### config.mk
export PLATFORM = sky130hd
export DESIGN_NAME = ex_pipeline_sequencer_flat
export DESIGN_NICKNAME = d
export VERILOG_FILES = /design/src/rtl/ex_pipeline_sequencer_if.sv /design/src/rtl/ex_pipeline_sequencer.sv /design/src/flat_wrapper.sv
export SDC_FILE = /design/constraint.sdc
export NUM_CORES = 1
export LEC_CHECK = 0
export BUFFER_PORTS_ARGS = -buffer_cell sky130_fd_sc_hd__buf_2
export CAP_MARGIN = 40
export CORE_MARGIN = 2
export CORE_UTILIZATION = 57
export CTS_CLUSTER_DIAMETER = 200
export DETAILED_ROUTE_END_ITERATION = 8
export PLACE_DENSITY = 0.95
export SLEW_MARGIN = 20
export SYNTH_ARGS = -nofsm -noshare
export SYNTH_HDL_FRONTEND = slang
export SYNTH_SLANG_ARGS = --single-unit
### constraint.sdc
create_clock -name clk -period 3.4 [get_ports clk]
set_input_delay 0.17 -clock clk [delete_from_list [all_inputs] [get_ports clk]]
set_output_delay 0.17 -clock clk [all_outputs]
set_load 0.05 [all_outputs]
### src/rtl/ex_pipeline_sequencer_if.sv
// Bundles the pipeline-control inputs and stage enable/flush outputs of the
// execution-stage sequencer. The master side is the pipeline/debug unit.
interface ex_pipeline_sequencer_if #(
    parameter int CNT_WIDTH = 32
);
    logic                 i_start;
    logic                 i_mode;
    logic                 i_step;
    logic                 i_clear;
    logic [4:0]           i_id_rs_addr;
    logic [4:0]           i_id_rt_addr;
    logic                 i_id_uses_rt;
    logic [4:0]           i_ex_rt_addr;
    logic                 i_ex_mem_read;
    logic                 i_ex_taken;
    logic                 i_ex_halt;
    logic                 o_pc_en;
    logic                 o_if_id_en;
    logic                 o_if_id_flush;
    logic                 o_id_ex_en;
    logic                 o_id_ex_flush;
    logic                 o_ex_mem_en;
    logic                 o_mem_wb_en;
    logic                 o_halted;
    logic [2:0]           o_state;
    logic [CNT_WIDTH-1:0] o_cycle_cnt;
    logic [CNT_WIDTH-1:0] o_stall_cnt;

    modport master (
        output i_start, i_mode, i_step, i_clear,
        output i_id_rs_addr, i_id_rt_addr, i_id_uses_rt,
        output i_ex_rt_addr, i_ex_mem_read, i_ex_taken, i_ex_halt,
        input  o_pc_en, o_if_id_en, o_if_id_flush, o_id_ex_en, o_id_ex_flush,
        input  o_ex_mem_en, o_mem_wb_en, o_halted, o_state,
        input  o_cycle_cnt, o_stall_cnt
    );

    modport slave (
        input  i_start, i_mode, i_step, i_clear,
        input  i_id_rs_addr, i_id_rt_addr, i_id_uses_rt,
        input  i_ex_rt_addr, i_ex_mem_read, i_ex_taken, i_ex_halt,
        output o_pc_en, o_if_id_en, o_if_id_flush, o_id_ex_en, o_id_ex_flush,
        output o_ex_mem_en, o_mem_wb_en, o_halted, o_state,
        output o_cycle_cnt, o_stall_cnt
    );
endinterface

### src/rtl/ex_pipeline_sequencer.sv
// Stall/flush/step controller for the 5-stage pipeline: run/step sequencing,
// load-use bubbles, taken-branch squash and HALT drain with debug counters.
module ex_pipeline_sequencer #(
    parameter int DRAIN_CYCLES = 2,
    parameter int CNT_WIDTH    = 32
) (
    input  logic                     clk,
    input  logic                     rst,
    ex_pipeline_sequencer_if.slave   bus
);
    localparam int DW = $clog2(DRAIN_CYCLES + 2);

    typedef enum logic [2:0] {
        S_IDLE   = 3'd0,
        S_RUN    = 3'd1,
        S_STEP   = 3'd2,
        S_DRAIN  = 3'd3,
        S_HALTED = 3'd4
    } state_t;

    state_t               r_state;
    logic [DW-1:0]        r_drain;
    logic                 r_step_prev;
    logic                 r_halted;
    logic [CNT_WIDTH-1:0] r_cycle_cnt;
    logic [CNT_WIDTH-1:0] r_stall_cnt;

    logic w_adv;
    logic w_exec;
    logic w_load_use;
    logic w_halt_take;
    logic w_stall;
    logic w_pc_en;
    logic w_if_id_en;
    logic w_if_id_flush;
    logic w_id_ex_en;
    logic w_id_ex_flush;
    logic w_ex_mem_en;
    logic w_mem_wb_en;

    assign w_load_use = bus.i_ex_mem_read && (bus.i_ex_rt_addr != 5'd0) &&
                        ((bus.i_ex_rt_addr == bus.i_id_rs_addr) ||
                         (bus.i_id_uses_rt && (bus.i_ex_rt_addr == bus.i_id_rt_addr)));

    always_comb begin
        w_adv = 1'b0;
        case (r_state)
            S_RUN:   w_adv = 1'b1;
            S_STEP:  w_adv = bus.i_step && !r_step_prev;
            S_DRAIN: w_adv = 1'b1;
            default: w_adv = 1'b0;
        endcase
    end

    assign w_exec      = w_adv && ((r_state == S_RUN) || (r_state == S_STEP));
    assign w_halt_take = w_exec && bus.i_ex_halt;
    assign w_stall     = w_exec && !bus.i_ex_halt && !bus.i_ex_taken && w_load_use;

    // Halt and drain share the stall pattern: front end frozen, bubble into EX.
    always_comb begin
        w_pc_en       = 1'b0;
        w_if_id_en    = 1'b0;
        w_if_id_flush = 1'b0;
        w_id_ex_en    = 1'b0;
        w_id_ex_flush = 1'b0;
        w_ex_mem_en   = 1'b0;
        w_mem_wb_en   = 1'b0;
        if (w_adv) begin
            w_id_ex_en  = 1'b1;
            w_ex_mem_en = 1'b1;
            w_mem_wb_en = 1'b1;
            if ((r_state == S_DRAIN) || bus.i_ex_halt || w_load_use) begin
                if ((r_state != S_DRAIN) && !bus.i_ex_halt && bus.i_ex_taken) begin
                    w_pc_en       = 1'b1;
                    w_if_id_en    = 1'b1;
                    w_if_id_flush = 1'b1;
                end
                w_id_ex_flush = 1'b1;
            end else begin
                w_pc_en       = 1'b1;
                w_if_id_en    = 1'b1;
                w_if_id_flush = bus.i_ex_taken;
                w_id_ex_flush = bus.i_ex_taken;
            end
        end
    end

    always_ff @(posedge clk) begin
        if (rst) begin
            r_state     <= S_IDLE;
            r_drain     <= '0;
            r_step_prev <= 1'b0;
            r_halted    <= 1'b0;
            r_cycle_cnt <= '0;
            r_stall_cnt <= '0;
        end else begin
            r_step_prev <= bus.i_step;
            if (w_adv) begin
                r_cycle_cnt <= r_cycle_cnt + CNT_WIDTH'(1);
            end
            if (w_stall) begin
                r_stall_cnt <= r_stall_cnt + CNT_WIDTH'(1);
            end
            case (r_state)
                S_IDLE: begin
                    if (bus.i_start) begin
                        r_state <= bus.i_mode ? S_STEP : S_RUN;
                    end
                end
                S_RUN, S_STEP: begin
                    if (w_halt_take) begin
                        r_drain <= DW'(DRAIN_CYCLES);
                        r_state <= S_DRAIN;
                    end
                end
                S_DRAIN: begin
                    r_drain <= r_drain - DW'(1);
                    if (r_drain <= DW'(1)) begin
                        r_state  <= S_HALTED;
                        r_halted <= 1'b1;
                    end
                end
                S_HALTED: begin
                    if (bus.i_clear) begin
                        r_state     <= S_IDLE;
                        r_halted    <= 1'b0;
                        r_cycle_cnt <= '0;
                        r_stall_cnt <= '0;
                    end
                end
                default: r_state <= S_IDLE;
            endcase
        end
    end

    assign bus.o_pc_en       = w_pc_en;
    assign bus.o_if_id_en    = w_if_id_en;
    assign bus.o_if_id_flush = w_if_id_flush;
    assign bus.o_id_ex_en    = w_id_ex_en;
    assign bus.o_id_ex_flush = w_id_ex_flush;
    assign bus.o_ex_mem_en   = w_ex_mem_en;
    assign bus.o_mem_wb_en   = w_mem_wb_en;
    assign bus.o_halted      = r_halted;
    assign bus.o_state       = r_state;
    assign bus.o_cycle_cnt   = r_cycle_cnt;
    assign bus.o_stall_cnt   = r_stall_cnt;
endmodule

### src/flat_wrapper.sv
// flat-port wrapper written by rule: the top's interface ports become plain ports
module ex_pipeline_sequencer_flat 
#(
    parameter int DRAIN_CYCLES = 2,
    parameter int CNT_WIDTH    = 32
)
  (clk, rst, bus_i_start, bus_i_mode, bus_i_step, bus_i_clear, bus_i_id_rs_addr, bus_i_id_rt_addr, bus_i_id_uses_rt, bus_i_ex_rt_addr, bus_i_ex_mem_read, bus_i_ex_taken, bus_i_ex_halt, bus_o_pc_en, bus_o_if_id_en, bus_o_if_id_flush, bus_o_id_ex_en, bus_o_id_ex_flush, bus_o_ex_mem_en, bus_o_mem_wb_en, bus_o_halted, bus_o_state, bus_o_cycle_cnt, bus_o_stall_cnt);
  ex_pipeline_sequencer_if #(.CNT_WIDTH(CNT_WIDTH)) bus_i ();
  input  logic clk;
  input  logic rst;
  input wire logic [$bits(bus_i.i_start)-1:0] bus_i_start;
  input wire logic [$bits(bus_i.i_mode)-1:0] bus_i_mode;
  input wire logic [$bits(bus_i.i_step)-1:0] bus_i_step;
  input wire logic [$bits(bus_i.i_clear)-1:0] bus_i_clear;
  input wire logic [$bits(bus_i.i_id_rs_addr)-1:0] bus_i_id_rs_addr;
  input wire logic [$bits(bus_i.i_id_rt_addr)-1:0] bus_i_id_rt_addr;
  input wire logic [$bits(bus_i.i_id_uses_rt)-1:0] bus_i_id_uses_rt;
  input wire logic [$bits(bus_i.i_ex_rt_addr)-1:0] bus_i_ex_rt_addr;
  input wire logic [$bits(bus_i.i_ex_mem_read)-1:0] bus_i_ex_mem_read;
  input wire logic [$bits(bus_i.i_ex_taken)-1:0] bus_i_ex_taken;
  input wire logic [$bits(bus_i.i_ex_halt)-1:0] bus_i_ex_halt;
  output wire logic [$bits(bus_i.o_pc_en)-1:0] bus_o_pc_en;
  output wire logic [$bits(bus_i.o_if_id_en)-1:0] bus_o_if_id_en;
  output wire logic [$bits(bus_i.o_if_id_flush)-1:0] bus_o_if_id_flush;
  output wire logic [$bits(bus_i.o_id_ex_en)-1:0] bus_o_id_ex_en;
  output wire logic [$bits(bus_i.o_id_ex_flush)-1:0] bus_o_id_ex_flush;
  output wire logic [$bits(bus_i.o_ex_mem_en)-1:0] bus_o_ex_mem_en;
  output wire logic [$bits(bus_i.o_mem_wb_en)-1:0] bus_o_mem_wb_en;
  output wire logic [$bits(bus_i.o_halted)-1:0] bus_o_halted;
  output wire logic [$bits(bus_i.o_state)-1:0] bus_o_state;
  output wire logic [$bits(bus_i.o_cycle_cnt)-1:0] bus_o_cycle_cnt;
  output wire logic [$bits(bus_i.o_stall_cnt)-1:0] bus_o_stall_cnt;
  assign bus_i.i_start = bus_i_start;
  assign bus_i.i_mode = bus_i_mode;
  assign bus_i.i_step = bus_i_step;
  assign bus_i.i_clear = bus_i_clear;
  assign bus_i.i_id_rs_addr = bus_i_id_rs_addr;
  assign bus_i.i_id_rt_addr = bus_i_id_rt_addr;
  assign bus_i.i_id_uses_rt = bus_i_id_uses_rt;
  assign bus_i.i_ex_rt_addr = bus_i_ex_rt_addr;
  assign bus_i.i_ex_mem_read = bus_i_ex_mem_read;
  assign bus_i.i_ex_taken = bus_i_ex_taken;
  assign bus_i.i_ex_halt = bus_i_ex_halt;
  assign bus_o_pc_en = bus_i.o_pc_en;
  assign bus_o_if_id_en = bus_i.o_if_id_en;
  assign bus_o_if_id_flush = bus_i.o_if_id_flush;
  assign bus_o_id_ex_en = bus_i.o_id_ex_en;
  assign bus_o_id_ex_flush = bus_i.o_id_ex_flush;
  assign bus_o_ex_mem_en = bus_i.o_ex_mem_en;
  assign bus_o_mem_wb_en = bus_i.o_mem_wb_en;
  assign bus_o_halted = bus_i.o_halted;
  assign bus_o_state = bus_i.o_state;
  assign bus_o_cycle_cnt = bus_i.o_cycle_cnt;
  assign bus_o_stall_cnt = bus_i.o_stall_cnt;
  ex_pipeline_sequencer #(.DRAIN_CYCLES(DRAIN_CYCLES), .CNT_WIDTH(CNT_WIDTH)) u_core (.clk(clk), .rst(rst), .bus(bus_i));
endmodule
# After elaboration in Yosys (flattened, before gate mapping)
# Index checks and enable logic that the tools add are counted.
[classes]
n_addsub = 3
muxes = 26
eq_ne = 11
n_lt_le_gt_ge = 1
reduce_logical = 27
[ops]
columns = ["operator", "n"]
rows = [
  ["2-to-1 mux 32 bit", 6],
  ["adder 32 x 1 -> 32 bit (second input constant)", 2],
  ["2-to-1 mux 3 bit", 4],
  ["case mux 3 bit (4 select lines)", 1],
  ["logical AND 1 bit", 11],
  ["== test 5 bit", 2],
  ["2-to-1 mux 1 bit", 10],
  ["== test 3 x 2 -> 1 bit (second input constant)", 2],
  ["!= test 2 bit (second input constant)", 3],
  ["nonzero test 5 bit", 1],
  ["logical OR 1 bit", 4],
  ["2-to-1 mux 2 bit", 2],
  ["case mux 1 bit (2 select lines)", 2],
  ["case mux 2 bit (2 select lines)", 1],
  ["AND reduction 4 bit", 1],
  ["nonzero test 2 bit", 2],
  ["OR reduction 2 bit", 2],
  ["== test 3 x 1 -> 1 bit (second input constant)", 1],
  ["== test 3 bit (second input constant)", 1],
  ["zero test 1 bit", 3],
  ["zero test 3 bit", 1],
  ["!= test 3 x 2 -> 1 bit (second input constant)", 1],
  ["AND reduction 3 bit", 1],
  ["<= comparator 2 x 1 -> 1 bit (second input constant)", 1],
  ["other kinds (3)", 3],
]
[totals]
output_inout_bits = 75
word_cells = 74
input_bits = 25
regBits = 71

# Depth between registers and ports, before layout
# Gate-level depths: netlist (run 1).
[logic_depth]
ltp_word = 10
depth_mapped = 8
mapped_depth_nobuf = 7

# Least setup slack after synthesis (run 1)
# OpenSTA, ideal clock, no wires.
[synth_path]
path_kind = "register to output"
from = "register u_core.r_state[0], in the netlist u_core.bus.o_state[0]"
to = "output bus_o_pc_en"
t_arrival_ns = 2.903
slack_ns = 0.327
path_buffers = 2
stages_incl_launch_ff = 6
t_required_ns = 3.230
cell_sequence = "dfxtp_1 > inv_1 > a21oi_1 > clkbuf_1 > o311a_1 > buf_4"
[synth_between]
elab_chain_cells = 6
elab_cells_between_ends = 13
cone_classes = "eq/ne (4); mux (4); reduce/logical (5)"
[synth_rtl]
columns = ["element", "line_no", "rtl"]
rows = [
  ["start: declaration", "ex_pipeline_sequencer.sv:21", "state_t r_state;"],
  ["start signal: assignment", "ex_pipeline_sequencer.sv:107", "r_state <= bus.i_mode ? S_STEP : S_RUN;"],
  ["!= test 3 x 2 -> 1 bit", "ex_pipeline_sequencer.sv:73", "if ((r_state != S_DRAIN) && !bus.i_ex_halt && bus.i_ex_taken) begin"],
  ["logical AND 1 bit (2 in a row)", "ex_pipeline_sequencer.sv:73", ""],
  ["2-to-1 mux 1 bit (2 in a row)", "-", ""],
  ["2-to-1 mux 1 bit *", "-", ""],
  ["end: declaration", "flat_wrapper.sv:22", "output wire logic [$bits(bus_i.o_pc_en)-1:0] bus_o_pc_en;"],
]
# Every way passes the cells marked *; elsewhere a longest branch is shown, timed or not.

# Worst setup path after layout (run 1)
[layout_path]
from = "register u_core.r_state[1], in the netlist u_core.bus.o_state[1]"
to = "output bus_o_ex_mem_en"
[layout_between]
elab_chain_cells = 4
elab_cells_between_ends = 6
cone_classes = "eq/ne (3); mux (2); reduce/logical (1)"
[layout_rtl]
columns = ["element", "line_no", "rtl"]
rows = [
  ["== test 3 x 2 -> 1 bit / == test 3 x 1 -> 1 bit (equally long branches)", "ex_pipeline_sequencer.sv:47", "case (r_state)"],
  ["OR reduction 2 bit (no source line)", "-", ""],
  ["case mux 1 bit (2 select lines) *", "ex_pipeline_sequencer.sv:47", ""],
  ["2-to-1 mux 1 bit *", "ex_pipeline_sequencer.sv:68", "if (w_adv) begin"],
  ["end: declaration", "flat_wrapper.sv:27", "output wire logic [$bits(bus_i.o_ex_mem_en)-1:0] bus_o_ex_mem_en;"],
]
# Marked as above.

==> results.md, run 1 <==
* Outcome: completed
* Chip Height at 85.2 um
* Worst path cell trace: nand3b_1, a21oi_1, buf_4, buf_2
* Maximum buffer depth of the clock tree at 2
* Core ar. at 6350 um2
* DR pass1 iterations at 5
* Reg2reg setup slack at 1160 ps
* Io pins at 100
* Fin nets at 562
* Primary FF master, synth: dfxtp_1
* Worst Tran Pin Value at 721 ps
* Slew Viols, Final at 0
* Final setup fails at 0
* Vias per cell at 6.24
* Flops & latches, synth at 71
* DRC errors left at 0
* RSZ-0062 raised after global routing: false
* Layout cell share with drive strength beyond 1 at 22.7%
* Detail Placement HPWL at 6.71 mm
* Largest net degree at the start of global routing at 65
* Final Core Density at 69.2%
* Drt initial violations at 213
* Sw power at 0.000521 W
* Synth Instances at 453
* Pwr Density at 404 nW/um2
* Crit Path Class: flop to output port
* Vias in the first global route at 3,569
* Cell area after layout at 4400 um2
* Total GRT Usage at 26.5%
* Clock skew at 9.66 ps
* TritonCTS clock tree: built
* CP delay by family, top: buffers and inverters
* Worst hold path type: primary input to flop
* Clk sinks at 71
* Hold path cells at 2
* Inserted Clock Buffers at 9
* Critical Path Source: u_core.bus.o_state[1]
* Logic gate share of total power at 15.5%
* Asr flop ratio synth at 0%
* Shortest period the worst path allows at 2320 ps
* Post-CTS resize count at 0
* CP startpoint kind: flop
* Placement Cell Area at 4220 um2
* Static Leak at 1.67 nW
* Ys Warns at 0
* Hold Vio Cnt, Final at 0
* Worst hold start: rst
* Total grt overflow at 0
* Worst path slowest cell: dfxtp_1
* VDD IR-drop max at 0.000455 V
* Part of the power in registers at 48.9%
* WP buf/inv at 2
* Average wire per standard cell at 15.3 um
* Htree depth at 3
* Initial core utilization at 59.2%
* Drt total wl at 9.43 mm
* Hold Slack at 83.6 ps
* First-pass GRT wire length at 15.8 mm
* Die W at 85.2 um
* Die area at 7260 um2
* Hold EP: u_core.r_step_prev
* ANT cells at 0
* Synthesized area per cell at 8.29 um2
* Synthesized area at 3760 um2
* Port buffer count at 99
* Reg-to-Reg Start: u_core.bus.o_stall_cnt[14]
* P&R area growth vs syn at 17.0%
* FF-to-FF path depth at 5
* Core Rows at 29
* Clock power frac at 35.6%
* Post-synth EDFFs at 0
* Syn nets at 481
* Slew Limit Headroom at 51.5%
* Synth unique cells at 47
* Crit Path Max Fanout at 14
* Initial antenna violation count at 0
* Final cycle utilization of the critical path at 68.3%
* Required time of the critical path at 3230 ps
* Clock transition at path regs at 70 ps
* RR Endpoint: u_core.bus.o_stall_cnt[29]
* Crit path arrival time at 2150 ps
* Routability cong. at 0.886
* Routed vias at 3,839
* Switching Fraction at 29.3%
* Clock Latency Late Sink at 350 ps
* Critical path endpoint category: output port
* Final ANT Viol Nets at 0
* Sequential area share after synthesis at 37.8%
* Max stage delay on crit path at 560 ps
* Internal Pwr Total at 0.00126 W
* Setup bufs post-CTS at 0
* Hold Buf Count CTS at 0
* CTS root buf: clkbuf_8
* Max_cap viols at 0
* Fmax at 430 MHz
* Setup TNS at 0 ps
-- power groups by stage --
stage	logic, W	registers [W]	clock network [W]
after floorplan	0.000181	0.000913	0
after global placement	0.000265	0.000885	0
after detailed placement	0.000274	0.000886	0
after CTS	0.000275	0.000868	0.000646
after global routing	0.000294	0.000871	0.000681
final	0.000274	0.000868	0.000633
-- stage by stage --
stage	power (W)	setup slack, ps	std cells
after floorplan	0.00109	327	453
after global placement	0.00115	1290	600
after detailed placement	0.00116	1200	600
after CTS	0.00179	1100	615
after global routing	0.00185	938	615
final	0.00178	1080	615
-- how the worst max path moves through the flow --
stage                                            end  cells past startpoint
after global routing      u_core.bus.o_cycle_cnt[27]                      5
after global placement    u_core.bus.o_stall_cnt[26]                      5
after floorplan                          bus_o_pc_en                      5
after detailed placement  u_core.bus.o_cycle_cnt[27]                      5
after CTS                            bus_o_ex_mem_en                      4
final                                bus_o_ex_mem_en                      4
-- cells by family after synthesis --
group | share of synthesized area [%]
AND/OR/NAND/NOR | 31.2
AO/OA/AOI/OAI | 17.2
flip-flops | 37.8
buffers and inverters | 4.80
XOR/XNOR | 7.23
multiplexers | 0.799
adder cells (fa/ha/maj) | 0.999
-- sequential cells by signal, indices dropped and copies added (netlist names) --
signal	count
u_core.r_drain	2
u_core.bus.o_stall_cnt	32
u_core.bus.o_halted	1
u_core.bus.o_state	3
u_core.bus.o_cycle_cnt	32
u_core.r_step_prev	1
-- worst register-to-register path, cell delays in order, from the launching register on --
cell     delay [ps]
dfxtp_1         460
nand4_1         200
nor4_2          690
nand4_1         230
or4_1           440
a21oi_1         150
-- placed cells by master (no fill, tap or decap), types with 7 or more instances in the layout --
cell | synthesis | final
buf_2 | 6 | 99
or4_1 | 29 | 29
and4_1 | 11 | 11
o21ai_0 | 13 | 13
a21oi_1 | 47 | 47
nand3_1 | 18 | 18
nand2_1 | 28 | 28
xor2_1 | 8 | 8
inv_1 | 7 | 7
and3_1 | 12 | 12
o31ai_1 | 29 | 29
dfxtp_1 | 71 | 71
nor3_1 | 13 | 13
clkbuf_8 | 0 | 9
nor2_1 | 34 | 34
or3_1 | 9 | 9
nand4_1 | 23 | 23
xnor2_1 | 23 | 23
-- cell usage after synthesis (11+ instances only) --
library cell  instances  area (um2)
o31ai_1              29         218
nand3_1              18        90.1
and3_1               12        75.1
and4_1               11        96.3
nor3_1               13        65.1
or4_1                29         218
clkbuf_1             21        78.8
a21oi_1              47         235
nor2_1               34         128
o21ai_0              13        65.1
nand4_1              23         144
dfxtp_1              71        1420
nand2_1              28         105
xnor2_1              23         201
-- final cells by class --
class                      count  area (um2)
sequential                    71        1420
multi-input combinational    343        2160
timing repair buffer         102         518
clock buffer                  11         131
inverter                       7        26.3
clock inverter                 4        47.5
fill                         502        1950
tap                           77        96.3
-- layer usage --
metal | track usage, % | share of wire [%]
met4 | 12.8 | 1.9
met3 | 6.52 | 6.1
met1 | 31.0 | 40
met5 | 0 | 0
met2 | 45.2 | 52
Note: power is estimated with default switching activity, not from simulation.
==> inputs of run 2 (changes only) <==
- CORE_UTILIZATION: 57 -> 48
- PLACE_DENSITY: 0.95 -> 0.87
- clock period: 3.4 -> 1.9 ns (I/O delays scaled with it)
==> run 2 against run 1 <==
Net effect: combinational power up 100%; die area is 18% higher; global-route usage down 2.8 points; critical path type is now primary input to output port; largest cell class unchanged; largest power group unchanged.
==> results.md, run 2 (synthesis gave the netlist of run 1 again) <==
* Initial antenna violation count at 0 (unchanged)
* WP buf/inv at 2 (unchanged)
* P&R area growth vs syn at 30.0%
* Final setup fails at 0 (unchanged)
* Clock transition at path regs at 80 ps (about the same)
* Die area at 8550 um2 (+18%)
* Most common cell after layout, fill and taps aside: buf_2
* Largest net degree at the start of global routing at 63 (-3.1%)
* Post-route setup slack at 10.0 ps (-1070 ps)
* Met2 wire len at 5.42 mm (+11%)
* Clock Latency Late Sink at 340 ps (about the same)
* Worst Tran Pin Value at 402 ps (-320 ps)
* Fin nets at 588 (+4.6%)
* Final cycle utilization of the critical path at 99.5%
* Top Layer Used: met4
* Worst path slowest cell: or4_1
* TritonCTS clock tree: built
* First-pass GRT wire length at 16.9 mm (+6.4%)
* Crit Path Max Fanout at 9 (-5)
* Most frequent CP cell: buf_2
* Clock skew at 10.2 ps (+0.511 ps)
* Clk sinks at 71 (unchanged)
* Pwr Density at 671 nW/um2 (+66%)
* Hold Vio Cnt, Final at 0 (unchanged)
* VDD IR-drop max at 0.000503 V (+11%)
* Crit path arrival time at 1790 ps (-360 ps)
* Worst path cell trace: buf_2, or4_1, o21ai_4, nor2_1, o41a_1, buf_2
* Placement Cell Area at 4540 um2 (+7.5%)
* Pre-CTS setup slack at -67.4 ps (-1270 ps)
* Average wire per standard cell at 15.6 um (+2.0%)
* Initial core utilization at 49.1% (-10 points)
* CTS root buf: clkbuf_8
* Drt total wl at 10.4 mm (+11%)
* Core Rows at 32 (+10%)
* Most frequent cells in the layout: buf_2 (97), a21oi_1 (41), nor2_1 (33)
* Max stage delay on crit path at 590 ps (+30 ps)
* Cell area after layout at 4880 um2 (+11%)
* Routability cong. at 0.780 (-12%)
* Core ar. at 7650 um2 (+20%)
* DR pass1 iterations at 5 (unchanged)
* Required time of the critical path at 1800 ps (-1430 ps)
* Vias per cell at 5.99 (-4.0%)
* Final Core Density at 63.9% (-5.4 points)
* Maximum buffer depth of the clock tree at 2 (unchanged)
* CP startpoint kind: primary input
* Layout cell share with drive strength beyond 1 at 38.6% (+16 points)
* Slew Viols, Final at 0 (unchanged)
* Die W at 92.5 um (+8.6%)
* Drt initial violations at 150 (-30%)
* Final ANT Viol Nets at 0 (unchanged)
* Total grt overflow at 0 (unchanged)
* Routed vias at 3,995 (+4.1%)
* Vias in the first global route at 3,706 (+3.8%)
* Detail Placement HPWL at 6.84 mm (+1.9%)
* DRT met1 WL at 4.16 mm (+10%)
* Crit Path Class: primary input to output port
* Max_cap viols at 0 (unchanged)
* Setup TNS at 0 ps (unchanged)
* Inserted Clock Buffers at 9 (unchanged)
* Critical path endpoint category: output port
* Fmax at 529 MHz
* Met3 WL at 682 um (+18%)
* Chip Height at 92.5 um (+8.6%)
* Slew Limit Headroom at 73.2% (+22 points)
* Htree depth at 3 (unchanged)
* Port buffer count at 99 (unchanged)
* RSZ-0062 raised after global routing: true
* ANT cells at 0 (unchanged)
* Static Leak at 1.87 nW (+12%)
* Outcome: completed
* Shortest period the worst path allows at 1890 ps
* Worst hold path type: primary input to flop
* Io pins at 100 (unchanged)
* DRC errors left at 0 (unchanged)
* Total GRT Usage at 23.7% (-2.8 points)
* CP delay by family, top: compound AO/OA/AOI/OAI gates
* FILL cells at 629 (+25%)
-- run 2: final cells by class --
class,count,area (um2),area share (%)
clock buffers,10,149,3.05
clock inverters,6,50.0,1.02
inverters,7,26.3,0.538
multi-input cells,346,2280,46.8
flip-flops and latches,71,1530,31.4
well taps,102,128,2.61
repair buffers,125,712,14.6
-- run 2: metrics by stage --
step	hold WS (ps)	std cells	total power (W)
after floorplan	167	453	0.00196
after global placement	362	645	0.00208
after detailed placement	383	645	0.00210
after CTS	3.92	664	0.00329
after global routing	28.5	667	0.00341
final	24.1	667	0.00328
-- run 2: per-layer routing --
metal  track usage, %  vias to the layer above
li1                 -                     1922
met1             28.4                     1925
met2             41.4                      129
met3             5.70                       19
met4             8.33                        0
met5                0                        -
-- run 2: worst register-to-register path, stage by stage (launching register included) --
cell	delay [ps]
dfxtp_4	350
and4bb_1	300
o21ai_4	100
or3_4	420
or4_1	500
a21oi_2	140
-- run 2: what timing repair did --
action,4_1_cts,5_1_grt
buffers inserted,0,3
hold buffers,0,0
pin swaps,1,13
gates resized for setup,5,25
setup endpoints to repair,22,39
cloned,3,0
-- run 2: final timing paths --
path                                            start                    endpoint  slack, ps  depth (start not counted)
worst max-delay path              bus_i_ex_rt_addr[0]           bus_o_id_ex_flush         10                          6
worst min-delay path                              rst           u_core.r_drain[0]         20                          2
worst max register to register  u_core.bus.o_state[0]  u_core.bus.o_stall_cnt[23]         20                          5
worst min register to register    u_core.bus.o_halted         u_core.bus.o_halted        480                          2
-- run 2: power breakdown --
part	internal, W	switching, W
logic	0.000177	0.000384
registers	0.00149	0.0000271
clock network	0.000570	0.000628
==> inputs of run 3 (changes only) <==
- BUFFER_PORTS_ARGS: -buffer_cell sky130_fd_sc_hd__buf_2 -> default
- CELL_PAD_IN_SITES_DETAIL_PLACEMENT: default -> 1
- CELL_PAD_IN_SITES_GLOBAL_PLACEMENT: default -> 2
- CORE_UTILIZATION: 48 -> 33
- DONT_BUFFER_PORTS: default -> 1
- PLACE_DENSITY: 0.87 -> 0.86
==> run 3 against run 2 <==
Net effect: the run now ends with negative setup slack left; sequential power hardly changed; hold slack gained 18 ps; combinational power up 6.2%; sequential share of layout area shrank 2.3 points; sequential cell count did not move; critical endpoint is now u_core.bus.o_stall_cnt[15].
==> results.md, run 3 (synthesis gave the netlist of run 1 again) <==
* Crit Path Class: flop to flop
* Max stage delay on crit path at 660 ps (+70 ps)
* Slew Limit Headroom at 59.7% (-14 points)
* Worst hold path type: primary input to flop
* Shortest period the worst path allows at 1980 ps (+93.7 ps)
* First-pass GRT wire length at 20.6 mm (+22%)
* Final ANT Viol Nets at 0 (unchanged)
* Drt initial violations at 133 (-11%)
* Clock transition at path regs at 60 ps (-20 ps)
* Worst Tran Pin Value at 604 ps (+202 ps)
* Chip Height at 111 um (+20%)
* DP Cell Count at 652 (+1.1%)
* Static Leak at 1.87 nW (about the same)
* Hold path cells at 3 (+1)
* CTS root buf: clkbuf_16
* Fin nets at 565 (-3.9%)
* Port buffer count at 0 (-100%)
* Failing checks: negative setup slack
* Crit path arrival time at 2200 ps (+410 ps)
* Final non-filler cell total at 682 (+2.2%)
* ANT cells at 0 (unchanged)
* Die area at 12,300 um2 (+43%)
* Setup TNS at -364 ps (-364 ps)
* Hold Slack at 41.9 ps (+17.8 ps)
* Worst path cell trace: and4bb_1, o21ai_4, or3_2, o31ai_1, a21oi_1
* FF-to-FF path depth at 5 (unchanged)
* Final setup fails at 10 (+10)
* Initial core utilization at 34.2% (-15 points)
* Reg-to-Reg Start: u_core.bus.o_state[0]
* Pwr Density at 734 nW/um2 (+9.4%)
* Most common cell after layout, fill and taps aside: buf_4
* DR pass1 iterations at 4 (-1)
* Maximum buffer depth of the clock tree at 2 (unchanged)
* Core ar. at 11,000 um2 (+44%)
* Clock Latency Late Sink at 340 ps (about the same)
* P&R area growth vs syn at 40.2%
* Crit Path Max Fanout at 10 (+1)
* Drt total wl at 13.0 mm (+24%)
* Worst hold start: bus_i_mode
* Routability cong. at 0.796 (+2.1%)
* Average wire per standard cell at 19.0 um (+22%)
* Reg2reg setup slack at -80 ps (-100 ps)
* Total grt overflow at 0 (unchanged)
* Fmax at 504 MHz (-4.7%)
* TritonCTS clock tree: built
* Final cycle utilization of the critical path at 104% (+4.9 points)
* Post-route setup slack at -83.7 ps (-93.7 ps)
* Die W at 111 um (+20%)
* Largest net degree at the start of global routing at 46 (-27%)
* Pre-CTS setup slack at -64.8 ps (+2.56 ps)
* Total GRT Usage at 20.3% (-3.5 points)
* Hold EP: u_core.bus.o_state[0]
* Initial antenna violation count at 0 (unchanged)
* Outcome: finished, violations left
* Hold Vio Cnt, Final at 0 (unchanged)
* Vias per cell at 5.75 (-4.1%)
* CP startpoint kind: flop
* Required time of the critical path at 2120 ps (+320 ps)
* RR Endpoint: u_core.bus.o_stall_cnt[15]
* Worst path slowest cell: or3_2
* Clk sinks at 71 (unchanged)
* RSZ-0062 raised after global routing: true
* Io pins at 100 (unchanged)
* Layout cell share with drive strength beyond 1 at 38.2% (-0.39 points)
* VDD IR-drop max at 0.000552 V (+9.7%)
* Detail Placement HPWL at 8.60 mm (+26%)
* Inserted Clock Buffers at 9 (unchanged)
* Htree depth at 3 (unchanged)
* Max_cap viols at 0 (unchanged)
* Core Rows at 38 (+19%)
* DRC errors left at 0 (unchanged)
* Final Core Density at 48.0% (-16 points)
* Critical path endpoint category: flop
* Most frequent cells in the layout: buf_4 (90), a21oi_1 (38), nor2_1 (32)
* Slew Viols, Final at 0 (unchanged)
* Routed vias at 3,919 (-1.9%)
* Clock skew at 6.71 ps (-3.46 ps)
* Vias in the first global route at 4,155 (+12%)
## run 3: worst max-delay path by stage
stage | endpoint | startpoint | slack, ps | cells after the start
6_report | u_core.bus.o_stall_cnt[15] | u_core.bus.o_state[0] | -80 | 5
4_1_cts | u_core.bus.o_stall_cnt[13] | u_core.bus.o_state[0] | -30 | 5
3_3_place_gp | u_core.bus.o_stall_cnt[14] | u_core.bus.o_state[0] | -10 | 5
3_5_place_dp | u_core.bus.o_cycle_cnt[26] | u_core.bus.o_state[0] | -60 | 7
5_1_grt | u_core.bus.o_stall_cnt[15] | u_core.bus.o_state[0] | -110 | 5
2_1_floorplan | u_core.bus.o_stall_cnt[23] | u_core.bus.o_state[0] | 0.2 | 6
## run 3: layer usage
layer	part of all wire (%)	vias up	global-route usage, %
met3	5.9	19	6.94
met1	39	1925	21.3
met5	0	-	0
met2	53	95	37.9
li1	-	1880	-
met4	1.9	0	6.08
## run 3: cell type report
class / instances / area [um2]
multi-input cells: 347 / 2380
well taps: 140 / 175
repair buffers: 101 / 843
flip-flops and latches: 71 / 1530
clock buffers: 11 / 253
fillers: 1268 / 5710
clock inverters: 5 / 56.3
inverters: 7 / 30.0
## run 3: power breakdown
part           internal [W]  switching, W
registers           0.00150     0.0000231
clock network       0.00109      0.000668
logic              0.000207      0.000389
## run 3: worst max-delay path, delay by kind of cell, from the launching register on
kind            cells  cell delay [ps]
simple gates        2              950
compound gates      3              570
flops               1              340
## run 3: through the flow
stage	instance area [um2]	total power, W
2_1_floorplan	3890	0.00196
4_1_cts	5020	0.00388
3_3_place_gp	4640	0.00208
6_report	5270	0.00387
3_5_place_dp	4640	0.00209
5_1_grt	5270	0.00402
## run 3: timing repair
item	4_1_cts	5_1_grt
gates cloned	1	3
resized for setup	6	39
pin swaps	4	11
hold buffers	3	0
buffers inserted	1	6
endpoints found under the hold margin	6	0
endpoints found under the setup margin	34	46
